**config.mk**
```make
export PLATFORM = sky130hd
export DESIGN_NAME = speicher_controller
export DESIGN_NICKNAME = d
export VERILOG_FILES = /design/src/rtl/speicher_controller.sv
export SDC_FILE = /design/constraint.sdc
export NUM_CORES = 1
export LEC_CHECK = 0
export ABC_AREA = 1
export BUFFER_PORTS_ARGS = -buffer_cell sky130_fd_sc_hd__buf_2
export CELL_PAD_IN_SITES_DETAIL_PLACEMENT = 0
export CELL_PAD_IN_SITES_GLOBAL_PLACEMENT = 1
export CORE_MARGIN = 2
export CORE_UTILIZATION = 35
export CTS_CLUSTER_SIZE = 25
export DETAILED_ROUTE_END_ITERATION = 8
export PLACE_DENSITY = 0.91
export SLEW_MARGIN = 20
export SYNTH_ARGS = -nofsm -noshare
export SYNTH_HDL_FRONTEND = slang
export SYNTH_SLANG_ARGS = --single-unit
```
**constraint.sdc**
```tcl
create_clock -name Clock -period 3.5 [get_ports Clock]
set_input_delay 0.35 -clock Clock [delete_from_list [all_inputs] [get_ports Clock]]
set_output_delay 0.35 -clock Clock [all_outputs]
set_load 0.05 [all_outputs]
```
**src/rtl/speicher_controller.sv**
```systemverilog
// Memory-side responder for the core's fetch/load/store handshakes.
// One transaction at a time on a request/acknowledge bus; completion is
// reported with a one-cycle pulse per request kind. All outputs registered.
module speicher_controller #(
  parameter int unsigned ADDR_WIDTH     = 32,
  parameter int unsigned DATA_WIDTH     = 32,
  parameter int unsigned TIMEOUT_CYCLES = 255
) (
  input  logic                  Clock,
  input  logic                  Reset,
  input  logic                  LoadBefehlSignal,
  input  logic                  LoadDatenSignal,
  input  logic                  StoreDatenSignal,
  input  logic [ADDR_WIDTH-1:0] BefehlAdresse,
  input  logic [ADDR_WIDTH-1:0] DatenAdresse,
  input  logic [DATA_WIDTH-1:0] StoreDaten,
  output logic                  BefehlGeladen,
  output logic [DATA_WIDTH-1:0] Befehl,
  output logic                  DatenGeladen,
  output logic [DATA_WIDTH-1:0] Daten,
  output logic                  DatenGespeichert,
  output logic                  Fehler,
  output logic                  MemRequest,
  output logic                  MemWrite,
  output logic [ADDR_WIDTH-1:0] MemAdresse,
  output logic [DATA_WIDTH-1:0] MemSchreibDaten,
  input  logic                  MemAck,
  input  logic [DATA_WIDTH-1:0] MemLeseDaten
);

  localparam int unsigned CntWidth =
      (TIMEOUT_CYCLES > 0) ? $clog2(TIMEOUT_CYCLES + 1) : 1;
  // Counter value at which the next unacknowledged cycle reaches the limit.
  localparam logic [CntWidth-1:0] CntLast =
      (TIMEOUT_CYCLES > 0) ? CntWidth'(TIMEOUT_CYCLES - 1) : '0;

  typedef enum logic [1:0] {StIdle, StBus, StDone} state_e;
  typedef enum logic [1:0] {KindFetch, KindLoad, KindStore} kind_e;

  state_e                state_q, state_d;
  kind_e                 kind_q, kind_d;
  logic [CntWidth-1:0]   cnt_q, cnt_d;
  logic                  mem_req_q, mem_req_d;
  logic                  mem_write_q, mem_write_d;
  logic [ADDR_WIDTH-1:0] mem_addr_q, mem_addr_d;
  logic [DATA_WIDTH-1:0] mem_wdata_q, mem_wdata_d;
  logic [DATA_WIDTH-1:0] befehl_q, befehl_d;
  logic [DATA_WIDTH-1:0] daten_q, daten_d;
  logic                  fehler_q, fehler_d;
  logic                  befehl_geladen_q, befehl_geladen_d;
  logic                  daten_geladen_q, daten_geladen_d;
  logic                  daten_gesp_q, daten_gesp_d;

  logic                  finish;
  logic [DATA_WIDTH-1:0] load_val;
  logic [ADDR_WIDTH-1:0] req_addr;

  // Next-state: request arbitration, bus wait with timeout, completion pulse.
  always_comb begin
    state_d          = state_q;
    kind_d           = kind_q;
    cnt_d            = cnt_q;
    mem_req_d        = mem_req_q;
    mem_write_d      = mem_write_q;
    mem_addr_d       = mem_addr_q;
    mem_wdata_d      = mem_wdata_q;
    befehl_d         = befehl_q;
    daten_d          = daten_q;
    fehler_d         = fehler_q;
    befehl_geladen_d = 1'b0;
    daten_geladen_d  = 1'b0;
    daten_gesp_d     = 1'b0;
    finish           = 1'b0;
    load_val         = '0;
    req_addr         = DatenAdresse;

    unique case (state_q)
      StIdle: begin
        if (StoreDatenSignal || LoadDatenSignal || LoadBefehlSignal) begin
          if (StoreDatenSignal) begin
            kind_d      = KindStore;
            mem_wdata_d = StoreDaten;
          end else if (LoadDatenSignal) begin
            kind_d = KindLoad;
          end else begin
            kind_d   = KindFetch;
            req_addr = BefehlAdresse;
          end
          mem_addr_d  = req_addr;
          mem_write_d = StoreDatenSignal;
          if (req_addr[1:0] == 2'b00) begin
            state_d   = StBus;
            mem_req_d = 1'b1;
            cnt_d     = '0;
          end else begin
            // Misaligned: complete immediately with error and zero data.
            fehler_d = 1'b1;
            finish   = 1'b1;
          end
        end
      end
      StBus: begin
        if (MemAck) begin
          mem_req_d = 1'b0;
          load_val  = MemLeseDaten;
          finish    = 1'b1;
        end else if ((TIMEOUT_CYCLES != 0) && (cnt_q == CntLast)) begin
          mem_req_d = 1'b0;
          fehler_d  = 1'b1;
          finish    = 1'b1;
        end else if (cnt_q != '1) begin
          cnt_d = cnt_q + CntWidth'(1);
        end
      end
      StDone: begin
        state_d = StIdle;
      end
      default: begin
        state_d = StIdle;
      end
    endcase

    // Completion: the pulse for the DONE cycle and the read-data update.
    if (finish) begin
      state_d = StDone;
      unique case (kind_d)
        KindFetch: begin
          befehl_d         = load_val;
          befehl_geladen_d = 1'b1;
        end
        KindLoad: begin
          daten_d         = load_val;
          daten_geladen_d = 1'b1;
        end
        KindStore: begin
          daten_gesp_d = 1'b1;
        end
        default: begin
          befehl_geladen_d = 1'b0;
        end
      endcase
    end
  end

  // State and output registers with synchronous reset.
  always_ff @(posedge Clock) begin
    if (Reset) begin
      state_q          <= StIdle;
      kind_q           <= KindFetch;
      cnt_q            <= '0;
      mem_req_q        <= 1'b0;
      mem_write_q      <= 1'b0;
      mem_addr_q       <= '0;
      mem_wdata_q      <= '0;
      befehl_q         <= '0;
      daten_q          <= '0;
      fehler_q         <= 1'b0;
      befehl_geladen_q <= 1'b0;
      daten_geladen_q  <= 1'b0;
      daten_gesp_q     <= 1'b0;
    end else begin
      state_q          <= state_d;
      kind_q           <= kind_d;
      cnt_q            <= cnt_d;
      mem_req_q        <= mem_req_d;
      mem_write_q      <= mem_write_d;
      mem_addr_q       <= mem_addr_d;
      mem_wdata_q      <= mem_wdata_d;
      befehl_q         <= befehl_d;
      daten_q          <= daten_d;
      fehler_q         <= fehler_d;
      befehl_geladen_q <= befehl_geladen_d;
      daten_geladen_q  <= daten_geladen_d;
      daten_gesp_q     <= daten_gesp_d;
    end
  end

  assign BefehlGeladen    = befehl_geladen_q;
  assign Befehl           = befehl_q;
  assign DatenGeladen     = daten_geladen_q;
  assign Daten            = daten_q;
  assign DatenGespeichert = daten_gesp_q;
  assign Fehler           = fehler_q;
  assign MemRequest       = mem_req_q;
  assign MemWrite         = mem_write_q;
  assign MemAdresse       = mem_addr_q;
  assign MemSchreibDaten  = mem_wdata_q;

endmodule

```
==> summary.txt, run 1 <==
Logic synthesis
  – Syn_nets: 1,023
  – Synth Register Bits: 146
  – Post-Syn Area: 6190 um^2
  – Register area share after synthesis: 47.2%
  – Synth Instances: 887
  – Warnings, synthesis: 0
  – Yosys cell types: 27
  – Syn avg cell area: 6.98 um^2

GRT
  – Antenna violations before repair: 1
  – Pin count of the biggest net entering global routing: 66
  – Tot GR Track Use: 18.7%
  – Vias in the first global route: 5,634
  – First-pass GRT wire length: 27.9 mm
  – Grt ovf: 0

Timing
  – Period Utilization, post-route: 68.1%
  – Setup violators final: 0
  – Setup TNS: 0 ns
  – Worst-Margin Slew: 0.992 ns
  – Relative slew slack: 33.8%
  – Final Hold Viols: 0
  – Min Tclk post-route: 2.38 ns
  – Skew final: 0.00689 ns
  – FMAX: 0.420 GHz
  – RSZ-0062 raised after global routing: no
  – Slew Limit Fails: 0

Floorplan
  – Die height: 137 um
  – CORE AREA: 17,300 um^2
  – Boundary pin count: 268
  – Die ar.: 18,800 um^2
  – Starting Density: 35.8%
  – Die width: 137 um
  – Core Rows: 48

Clocking
  – CTS buffer count: 17
  – Post CTS Setup Buffer Count: 0
  – Max Root-Sink Buffers: 2
  – Clock latency at the later pin of the worst-skew pair: 0.41 ns
  – Resized cells post-CTS: 0
  – H-tree depth: 4
  – Clock Tree Root: clkbuf_16
  – CTS clk-pin slew, worst paths: 0.06 ns
  – Hold buffers post-CTS: 0
  – Clock Sinks: 146
  – TritonCTS clock tree: done

Run
  – Max-cap viol count: 0

Placement
  – Gpl congestion: 0.819
  – Hpwl dp: 12.1 mm
  – Number of port buffers: 267

Status
  – Status: completed

Route
  – WL final: 17.9 mm
  – Routed via count: 6,328
  – Routed WL per cell: 13.2 um
  – Initial DRT Pass Iterations: 5
  – Antenna viol nets, final: 0
  – Vias/cell: 4.66
  – Initial drt markers: 362
  – Residual DRC: 0

Worst setup path
  – CP Class: input pin to flip-flop
  – Startpoint types: input pin
  – CP arrival: 2.69 ns
  – CP Max Fanout: 34
  – Worst path required time: 3.81 ns
  – Critical path capture point type: flip-flop

Pwr
  – Pwr/cell area: 630 nW/um^2
  – Leak pwr: 0.00412 uW
  – Max rail drop VDD: 0.361 mV

Worst hold path
  – Min-delay worst type: input pin to flip-flop

Final layout
  – Commonest non-fill, non-tap cell in the layout: buf_2
  – Fin util: 47.0%
  – Final Net Count: 1,254
  – Layout cells sized above 1: 28.3%
  – Leading cell types in the layout, fill and taps excluded: buf_2, nor2_1, nand2_1
  – Synth-to-layout area growth: 31.3%
## synthesized netlist by cell type
master    count  share of area [%]
a211oi_1      2               0.24
a21oi_1      27                2.2
a31oi_1      30                3.0
buf_1         2               0.12
buf_2        14                1.1
buf_4         2               0.24
buf_6         7                1.3
clkbuf_1     38                2.3
clkinv_2      1              0.081
dfxtp_1     146                 47
ha_1          2               0.40
inv_1        52                3.2
nand2_1     191                 12
nand2_2       5               0.51
nand3_1      62                5.0
nor2_1      197                 12
nor2_2        3               0.30
nor2_4        1               0.18
nor2_8        1               0.32
nor3_1        1              0.081
nor3b_1       1               0.12
o211ai_1      1               0.12
o21ai_0      96                7.8
o21bai_1      2               0.24
or2_2         1               0.10
xnor2_1       1               0.14
xor2_1        1               0.14
## cell type report
cell class | instances | area (um^2)
sequential | 146 | 2920
clock buffer | 20 | 447
timing repair buffer | 275 | 1400
antenna | 1 | 2.50
fill | 1795 | 9170
inverter | 53 | 201
multi-input combinational | 625 | 2760
tap | 225 | 282
clock inverter | 12 | 109
## metrics by stage
step	std cells	worst slack, ns	power, uW	hold WS, ns	instance area (um^2)
after global routing	1357	0.775	5380	0.182	8120
final	1357	1.12	5120	0.182	8120
after detailed placement	1324	0.724	3440	0.442	7570
after floorplan	887	1.96	3100	0.464	6190
after global placement	1324	0.798	3430	0.436	7570
after CTS	1356	1.12	5170	0.162	8120
## path summary, 6_finish.rpt
check	start	endpoint	slack, ns	cells after the start
max reg2reg	cnt_q[0]	Daten[31]	1.25	12
min	StoreDaten[13]	MemSchreibDaten[13]	0.18	3
min reg2reg	Fehler	Fehler	0.45	2
max	StoreDatenSignal	Befehl[21]	1.12	11
## flip-flops by register name, summed over array words and instances, names as in the netlist
signal,cells
MemSchreibDaten,32
MemWrite,1
Fehler,1
Daten,32
DatenGeladen,1
state_q,2
DatenGespeichert,1
kind_q,2
Befehl,32
MemAdresse,32
cnt_q,8
BefehlGeladen,1
MemRequest,1
## cell families (layout without fill, tap and decap cells)
kind of cell / count (synthesis) / count (layout) / synth area share [%]
AOI/OAI and AO/OA: 158 / 158 / 13.6
xor gates and xnor gates: 2 / 2 / 0.283
adders and majority gates: 2 / 2 / 0.404
buffers and inverters: 116 / 360 / 8.31
DFF: 146 / 146 / 47.2
other: 0 / 1 / 0
and+or+nand+nor: 463 / 463 / 30.2
## worst max-delay path: stages
cell and delay (ns):
buf_2 0.29, nor2_8 0.49, nand2_1 0.13, nand2_1 0.13, nand2_1 0.08, nand2_1 0.07
nand2_2 0.21, nand2_1 0.19, clkinv_2 0.39, nor2_1 0.26, nor2_1 0.06
## routing by layer
layer  vias to the layer above  wire length (um)  track usage, %
li1                       3300                 -               -
met1                      2840              8030            23.8
met2                       165              8640            31.1
met3                        23               932            4.00
met4                         0               305            6.76
met5                         -                 0               0
## power by group
group / internal [uW] / total (uW) / leakage, uW / switching (uW)
Clock: 999 / 1720 / 0.000271 / 718
Sequential: 1850 / 1940 / 0.00120 / 89.0
Combinational: 353 / 1470 / 0.00265 / 1110
Total: 3200 / 5120 / 0.00412 / 1920
No activity file was read; power rests on OpenSTA's default activity.
==> inputs of run 2 (changes only) <==
--- a/config.mk
+++ b/config.mk
@@ -10,10 +10,10 @@
 export CELL_PAD_IN_SITES_DETAIL_PLACEMENT = 0
 export CELL_PAD_IN_SITES_GLOBAL_PLACEMENT = 1
 export CORE_MARGIN = 2
-export CORE_UTILIZATION = 35
+export CORE_UTILIZATION = 32
 export CTS_CLUSTER_SIZE = 25
 export DETAILED_ROUTE_END_ITERATION = 8
-export PLACE_DENSITY = 0.91
+export PLACE_DENSITY = 0.85
 export SLEW_MARGIN = 20
 export SYNTH_ARGS = -nofsm -noshare
 export SYNTH_HDL_FRONTEND = slang
==> constraint.sdc (replaced) <==
create_clock -name Clock -period 2.4 [get_ports Clock]
set_input_delay 0.24 -clock Clock [delete_from_list [all_inputs] [get_ports Clock]]
set_output_delay 0.24 -clock Clock [all_outputs]
set_load 0.05 [all_outputs]
==> summary.txt, run 2 (synthesis results as in run 1) <==
Clocking
  – TritonCTS clock tree: done (unchanged)
  – Resized cells post-CTS: 0 (unchanged)
  – Post CTS Setup Buffer Count: 0 (unchanged)
  – CTS clk-pin slew, worst paths: 0.07 ns (was 0.06 ns)
  – CTS buffer count: 17 (unchanged)
  – Clock Sinks: 146 (unchanged)
  – Clock Tree Root: clkbuf_16 (unchanged)
  – Clock latency at the later pin of the worst-skew pair: 0.41 ns (about the same)
  – H-tree depth: 4 (unchanged)
  – Max Root-Sink Buffers: 2 (unchanged)
  – Hold buffers post-CTS: 0 (unchanged)

Pwr
  – Comb pwr share: 29.1% (was 28.6%)
  – Max rail drop VDD: 0.448 mV (was 0.361 mV)
  – Int Pwr: 4580 uW (was 3200 uW)
  – Leak pwr: 0.00414 uW (was 0.00412 uW)
  – Clk pwr share: 33.2% (was 33.5%)
  – Sw frac: 38.7% (was 37.5%)
  – Sw Pwr: 2890 uW (was 1920 uW)
  – Pwr/cell area: 906 nW/um^2 (was 630 nW/um^2)
  – Seq pwr share: 37.7% (was 37.8%)

Timing
  – Final Hold Viols: 0 (unchanged)
  – Slew Limit Fails: 0 (unchanged)
  – Relative slew slack: 32.2% (was 33.8%)
  – Setup violators final: 0 (unchanged)
  – RSZ-0062 raised after global routing: no (unchanged)
  – FMAX: 0.501 GHz
  – Period Utilization, post-route: 83.2%
  – Worst-Margin Slew: 1.02 ns (was 0.992 ns)
  – Min Tclk post-route: 2.00 ns
  – Hold_ws: 0.0765 ns (was 0.182 ns)
  – Setup TNS: 0 ns (unchanged)
  – Skew final: 0.00901 ns (was 0.00689 ns)

GRT
  – Vias in the first global route: 5,940 (was 5,634)
  – Antenna violations before repair: 1 (unchanged)
  – Pin count of the biggest net entering global routing: 73 (was 66)
  – Tot GR Track Use: 17.9% (was 18.7%)
  – First-pass GRT wire length: 29.4 mm (was 27.9 mm)
  – Grt ovf: 0 (unchanged)

Placement
  – Gpl congestion: 0.770 (was 0.819)
  – Number of port buffers: 267 (unchanged)
  – Hpwl dp: 12.4 mm (was 12.1 mm)

Worst hold path
  – Min-delay worst type: input pin to flip-flop (unchanged)

Floorplan
  – CORE AREA: 18,800 um^2 (was 17,300 um^2)
  – Core Rows: 50 (was 48)
  – Starting Density: 32.9% (was 35.8%)
  – Die height: 143 um (was 137 um)
  – Die ar.: 20,500 um^2 (was 18,800 um^2)
  – Die width: 143 um (was 137 um)
  – Boundary pin count: 268 (unchanged)

Worst setup path
  – Startpoint types: flip-flop (was input pin)
  – CP Class: flip-flop to flip-flop (was input pin to flip-flop)
  – CP arrival: 2.30 ns (was 2.69 ns)
  – CP bufs+invs: 2 (unchanged)
  – CP Max Fanout: 31 (was 34)
  – Most used cell, CP: nand2_1 (unchanged)
  – Crit-path leading delay family: simple AND/OR/NAND/NOR gates (unchanged)
  – Worst path max stage delay: 0.50 ns (was 0.49 ns)
  – Crit-path slowest cell: nand2_2 (was nor2_8)
  – Crit path cell chain: inv_1, ha_1, inv_1, nor2_1, nand2_1, nand2_1, nand2_1, nand2_2, nand2_2, nand2_1, nand2_1, nor2_1 (was buf_2, nor2_8, nand2_1, nand2_1, nand2_1, nand2_1, nand2_2, nand2_1, clkinv_2, nor2_1, nor2_1)
  – Worst path required time: 2.71 ns (was 3.81 ns)
  – Critical path capture point type: flip-flop (unchanged)

Run
  – Max-cap viol count: 0 (unchanged)

Route
  – Residual DRC: 0 (unchanged)
  – Antenna viol nets, final: 0 (unchanged)
  – Routed WL per cell: 13.0 um (was 13.2 um)
  – Vias/cell: 4.49 (was 4.66)
  – Initial DRT Pass Iterations: 5 (unchanged)
  – WL final: 18.2 mm (was 17.9 mm)
  – Routed via count: 6,275 (was 6,328)
  – Initial drt markers: 268 (was 362)

Final layout
  – Leading cell types in the layout, fill and taps excluded: buf_2, nor2_1, nand2_1 (unchanged)
  – Filler Cells Inserted: 2,016 (was 1,795)
  – Layout cells sized above 1: 28.8% (was 28.3%)
  – Final Net Count: 1,260 (was 1,254)
  – Multi-input logic area: 2760 um^2 (unchanged)
  – Synth-to-layout area growth: 33.0% (was 31.3%)
  – Sequential cell area: 2920 um^2 (unchanged)
  – Commonest non-fill, non-tap cell in the layout: buf_2 (unchanged)

Status
  – Status: completed (unchanged)
## run 2: changes by cell type in the layout (fill, tap and decap cells not counted)
cell and delta:
inv_8 +1, clkinv_2 -3, buf_4 +4, inv_6 +4
bufinv_16 -1, buf_12 +2, clkinvlp_4 +3, clkinv_4 -1
clkbuf_1 -2, clkbuf_8 -1
## run 2: final timing paths
check / from / to / slack (ns) / cells past startpoint
max: cnt_q[0] / Daten[28] / 0.40 / 12
min: StoreDaten[16] / MemSchreibDaten[16] / 0.08 / 3
max reg2reg: cnt_q[0] / Daten[28] / 0.40 / 12
min reg2reg: Fehler / Fehler / 0.45 / 2
## run 2: per-stage QoR
stage | instances | util (%) | setup WS [ns] | instance area (um^2) | power [uW]
final | 1398 | 43.7 | 0.404 | 8230 | 7460
after global routing | 1398 | 43.7 | 0.141 | 8230 | 7880
after CTS | 1397 | 43.7 | 0.366 | 8230 | 7570
after detailed placement | 1365 | 40.8 | 0.358 | 7680 | 5050
after global placement | 1365 | 40.8 | 0.442 | 7680 | 5040
after floorplan | 887 | - | 0.868 | 6190 | 4520
## run 2: final cells by class
type                            count  area share, %
Antenna cell                        1         0.0304
Clock buffer                       17           5.17
Clock inverter                     15           1.50
Inverter                           53           2.45
Multi-Input combinational cell    625           33.6
Sequential cell                   146           35.5
Tap cell                          260           3.95
Timing Repair Buffer              281           17.8
## run 2: power groups by stage
stage                     Clock [uW]  Sequential (uW)  Combinational (uW)
after floorplan                    0             3770                 750
after global placement             0             2860                2180
after detailed placement           0             2870                2190
after CTS                       2560             2820                2190
after global routing            2670             2850                2370
final                           2470             2810                2170
## run 2: layer usage
metal  share of wire, %  vias up  track usage (%)
li1                   -     3308                -
met2                 49      163             30.4
met5                  0        -                0
met3                5.2       26             4.66
met4                2.2        0             7.24
met1                 43     2778             21.5
## run 2: worst min-delay path: stages
cell	delay, ns
buf_2	0.07
o21ai_0	0.07
nor2_1	0.07
==> inputs of run 3 (changes only) <==
--- a/config.mk
+++ b/config.mk
@@ -10,10 +10,10 @@
 export CELL_PAD_IN_SITES_DETAIL_PLACEMENT = 0
 export CELL_PAD_IN_SITES_GLOBAL_PLACEMENT = 1
 export CORE_MARGIN = 2
-export CORE_UTILIZATION = 32
+export CORE_UTILIZATION = 29
 export CTS_CLUSTER_SIZE = 25
 export DETAILED_ROUTE_END_ITERATION = 8
-export PLACE_DENSITY = 0.85
+export PLACE_DENSITY = 0.82
 export SLEW_MARGIN = 20
 export SYNTH_ARGS = -nofsm -noshare
 export SYNTH_HDL_FRONTEND = slang
==> constraint.sdc (replaced) <==
create_clock -name Clock -period 1.7 [get_ports Clock]
set_input_delay 0.17 -clock Clock [delete_from_list [all_inputs] [get_ports Clock]]
set_output_delay 0.17 -clock Clock [all_outputs]
set_load 0.05 [all_outputs]
==> summary.txt, run 3 (synthesis results as in run 1) <==
Status
  – Status: completed (unchanged)

Pwr
  – Comb pwr share: 30.5% (was 29.1%)
  – Design Power: 11,200 uW (was 7460 uW)
  – Clk pwr share: 34.2% (was 33.2%)
  – Int Pwr: 7010 uW (was 4580 uW)
  – Sw frac: 37.6% (was 38.7%)
  – Sw Pwr: 4230 uW (was 2890 uW)
  – Max rail drop VDD: 0.507 mV (was 0.448 mV)
  – Leak pwr: 0.00455 uW (was 0.00414 uW)
  – Seq pwr share: 35.4% (was 37.7%)
  – Pwr/cell area: 1230 nW/um^2 (was 906 nW/um^2)

Timing
  – Final Hold Viols: 0 (unchanged)
  – Setup violators final: 0 (unchanged)
  – Setup TNS: 0 ns (unchanged)
  – Hold_ws: 0.0126 ns (was 0.0765 ns)
  – Slew Limit Fails: 0 (unchanged)
  – Period Utilization, post-route: 91.1% (was 83.2%)
  – Min Tclk post-route: 1.55 ns (was 2.00 ns)
  – Worst-Margin Slew: 0.375 ns (was 1.02 ns)
  – FMAX: 0.646 GHz (was 0.501 GHz)
  – Skew final: 0.00840 ns (was 0.00901 ns)
  – Relative slew slack: 75.0% (was 32.2%)

Worst hold path
  – Min-delay worst type: input pin to flip-flop (unchanged)
  – Hold_sp: StoreDaten[23] (was StoreDaten[16])

GRT
  – First-pass GRT wire length: 30.3 mm (was 29.4 mm)
  – Antenna violations before repair: 0 (was 1)
  – Grt ovf: 0 (unchanged)
  – Vias in the first global route: 6,101 (was 5,940)
  – Tot GR Track Use: 16.7% (was 17.9%)
  – Pin count of the biggest net entering global routing: 65 (was 73)

Placement
  – Number of port buffers: 267 (unchanged)
  – Gpl congestion: 0.764 (was 0.770)
  – Hpwl dp: 13.2 mm (was 12.4 mm)

Clocking
  – CTS clk-pin slew, worst paths: 0.07 ns (about the same)
  – Clock Sinks: 146 (unchanged)
  – CTS buffer count: 17 (unchanged)
  – Clock latency at the later pin of the worst-skew pair: 0.42 ns (was 0.41 ns)
  – Clock Tree Root: clkbuf_16 (unchanged)
  – H-tree depth: 4 (unchanged)
  – Max Root-Sink Buffers: 2 (unchanged)
  – TritonCTS clock tree: done (unchanged)

Worst setup path
  – R2r startpoint: cnt_q[5] (was cnt_q[0])
  – Worst path required time: 2.06 ns (was 2.71 ns)
  – R2R Setup Slk: 0.15 ns (was 0.40 ns)
  – Startpoint types: flip-flop (unchanged)
  – Crit path cell chain: nand2_2, nor2_2, nand2_1, nand2_2, nand2_4, nand2_8, nand2_4, inv_6, clkbuf_16, nor2_1, nor2_1 (was inv_1, ha_1, inv_1, nor2_1, nand2_1, nand2_1, nand2_1, nand2_2, nand2_2, nand2_1, nand2_1, nor2_1)
  – CP Max Fanout: 16 (was 31)
  – CP Class: flip-flop to flip-flop (unchanged)
  – Crit-path slowest cell: dfxtp_1 (was nand2_2)
  – CP bufs+invs: 2 (unchanged)
  – Crit. Startpoint: cnt_q[5] (was cnt_q[0])
  – Crit-path leading delay family: simple AND/OR/NAND/NOR gates (unchanged)
  – CP arrival: 1.91 ns (was 2.30 ns)
  – Worst path max stage delay: 0.38 ns (was 0.50 ns)
  – Critical path capture point type: flip-flop (unchanged)

Route
  – Antenna viol nets, final: 0 (unchanged)
  – Residual DRC: 0 (unchanged)
  – Vias/cell: 4.45 (was 4.49)
  – Routed WL per cell: 13.4 um (was 13.0 um)
  – Routed via count: 6,576 (was 6,275)
  – Initial drt markers: 252 (was 268)
  – Initial DRT Pass Iterations: 4 (was 5)
  – WL final: 19.8 mm (was 18.2 mm)

Final layout
  – Layout cells sized above 1: 30.8% (was 28.8%)
  – Commonest non-fill, non-tap cell in the layout: buf_2 (unchanged)
  – Final Net Count: 1,326 (was 1,260)
  – Synth-to-layout area growth: 47.6% (was 33.0%)
  – Leading cell types in the layout, fill and taps excluded: buf_2, nor2_1, nand2_1 (unchanged)
  – Filler Cells Inserted: 2,225 (was 2,016)
  – Antenna diodes: 0 (was 1)
  – Fin util: 43.6% (was 43.7%)

Floorplan
  – Die width: 150 um (was 143 um)
  – Die height: 150 um (was 143 um)
  – Boundary pin count: 268 (unchanged)
  – Die ar.: 22,500 um^2 (was 20,500 um^2)
  – CORE AREA: 21,000 um^2 (was 18,800 um^2)
  – Core Rows: 53 (was 50)
  – Starting Density: 29.5% (was 32.9%)

Run
  – Max-cap viol count: 0 (unchanged)
## run 3: cell types whose count changed in the layout (fill, tap and decap cells not counted), moves of 2 or more
cell	delta
nand2_4	+2
clkbuf_16	+3
buf_4	+17
clkinv_2	-2
dfxtp_2	+2
dfxtp_1	-2
buf_6	+2
bufinv_16	+2
buf_12	+11
nand2_1	-4
dlygate4sd3_1	+33
## run 3: stage by stage
step,std cells,area [um^2],setup WS [ns]
2_1_floorplan,887,6190,0.168
3_3_place_gp,1409,8050,0.0743
3_5_place_dp,1409,8050,0.00740
4_1_cts,1474,8980,0.0162
5_1_grt,1478,9130,-0.00486
6_report,1478,9130,0.151
## run 3: power by group through the flow
stage / sequential (uW) / clock (uW) / combinational (uW)
5_1_grt: 4030 / 4120 / 3680
3_3_place_gp: 4040 / 0 / 3230
6_report: 3980 / 3840 / 3420
4_1_cts: 3980 / 3960 / 3320
2_1_floorplan: 5330 / 0 / 1060
3_5_place_dp: 4050 / 0 / 3250
## run 3: worst register-to-register path, stage by stage (launching register included)
cell and delay (ns):
dfxtp_1 0.38, nand2_2 0.10, nor2_2 0.14, nand2_1 0.09, nand2_2 0.11, nand2_4 0.07
nand2_8 0.11, nand2_4 0.08, inv_6 0.09, clkbuf_16 0.18, nor2_1 0.05, nor2_1 0.08
## run 3: what timing repair did
| item | 4_1_cts | 5_1_grt |
|---|---|---|
| setup buffers | 0 | 1 |
| setup endpoints to repair | 0 | 72 |
| hold buffers | 33 | 0 |
| hold endpoints to repair | 32 | 0 |
| gates resized for setup | 0 | 19 |
## run 3: worst paths after layout
| check | cells after the start | to |
|---|---|---|
| hold reg to reg | 2 | Fehler |
| setup / recovery | 11 | Befehl[5] |
| setup reg to reg | 11 | Befehl[5] |
| hold / removal | 3 | MemSchreibDaten[23] |
## run 3: area by class of cell
type	count	area, um^2	area share, %
Sequential cell	146	2930	32.0
Multi-Input combinational cell	625	2820	30.9
Timing Repair Buffer	347	2240	24.6
Clock buffer	17	425	4.66
Tap cell	275	344	3.77
Inverter	53	205	2.25
Clock inverter	15	173	1.89
## run 3: routing by layer
metal | wire [um] | global-route usage [%]
met2 | 9780 | 28.7
met1 | 8580 | 20.0
met3 | 977 | 3.96
met4 | 501 | 6.46
met5 | 0 | 0
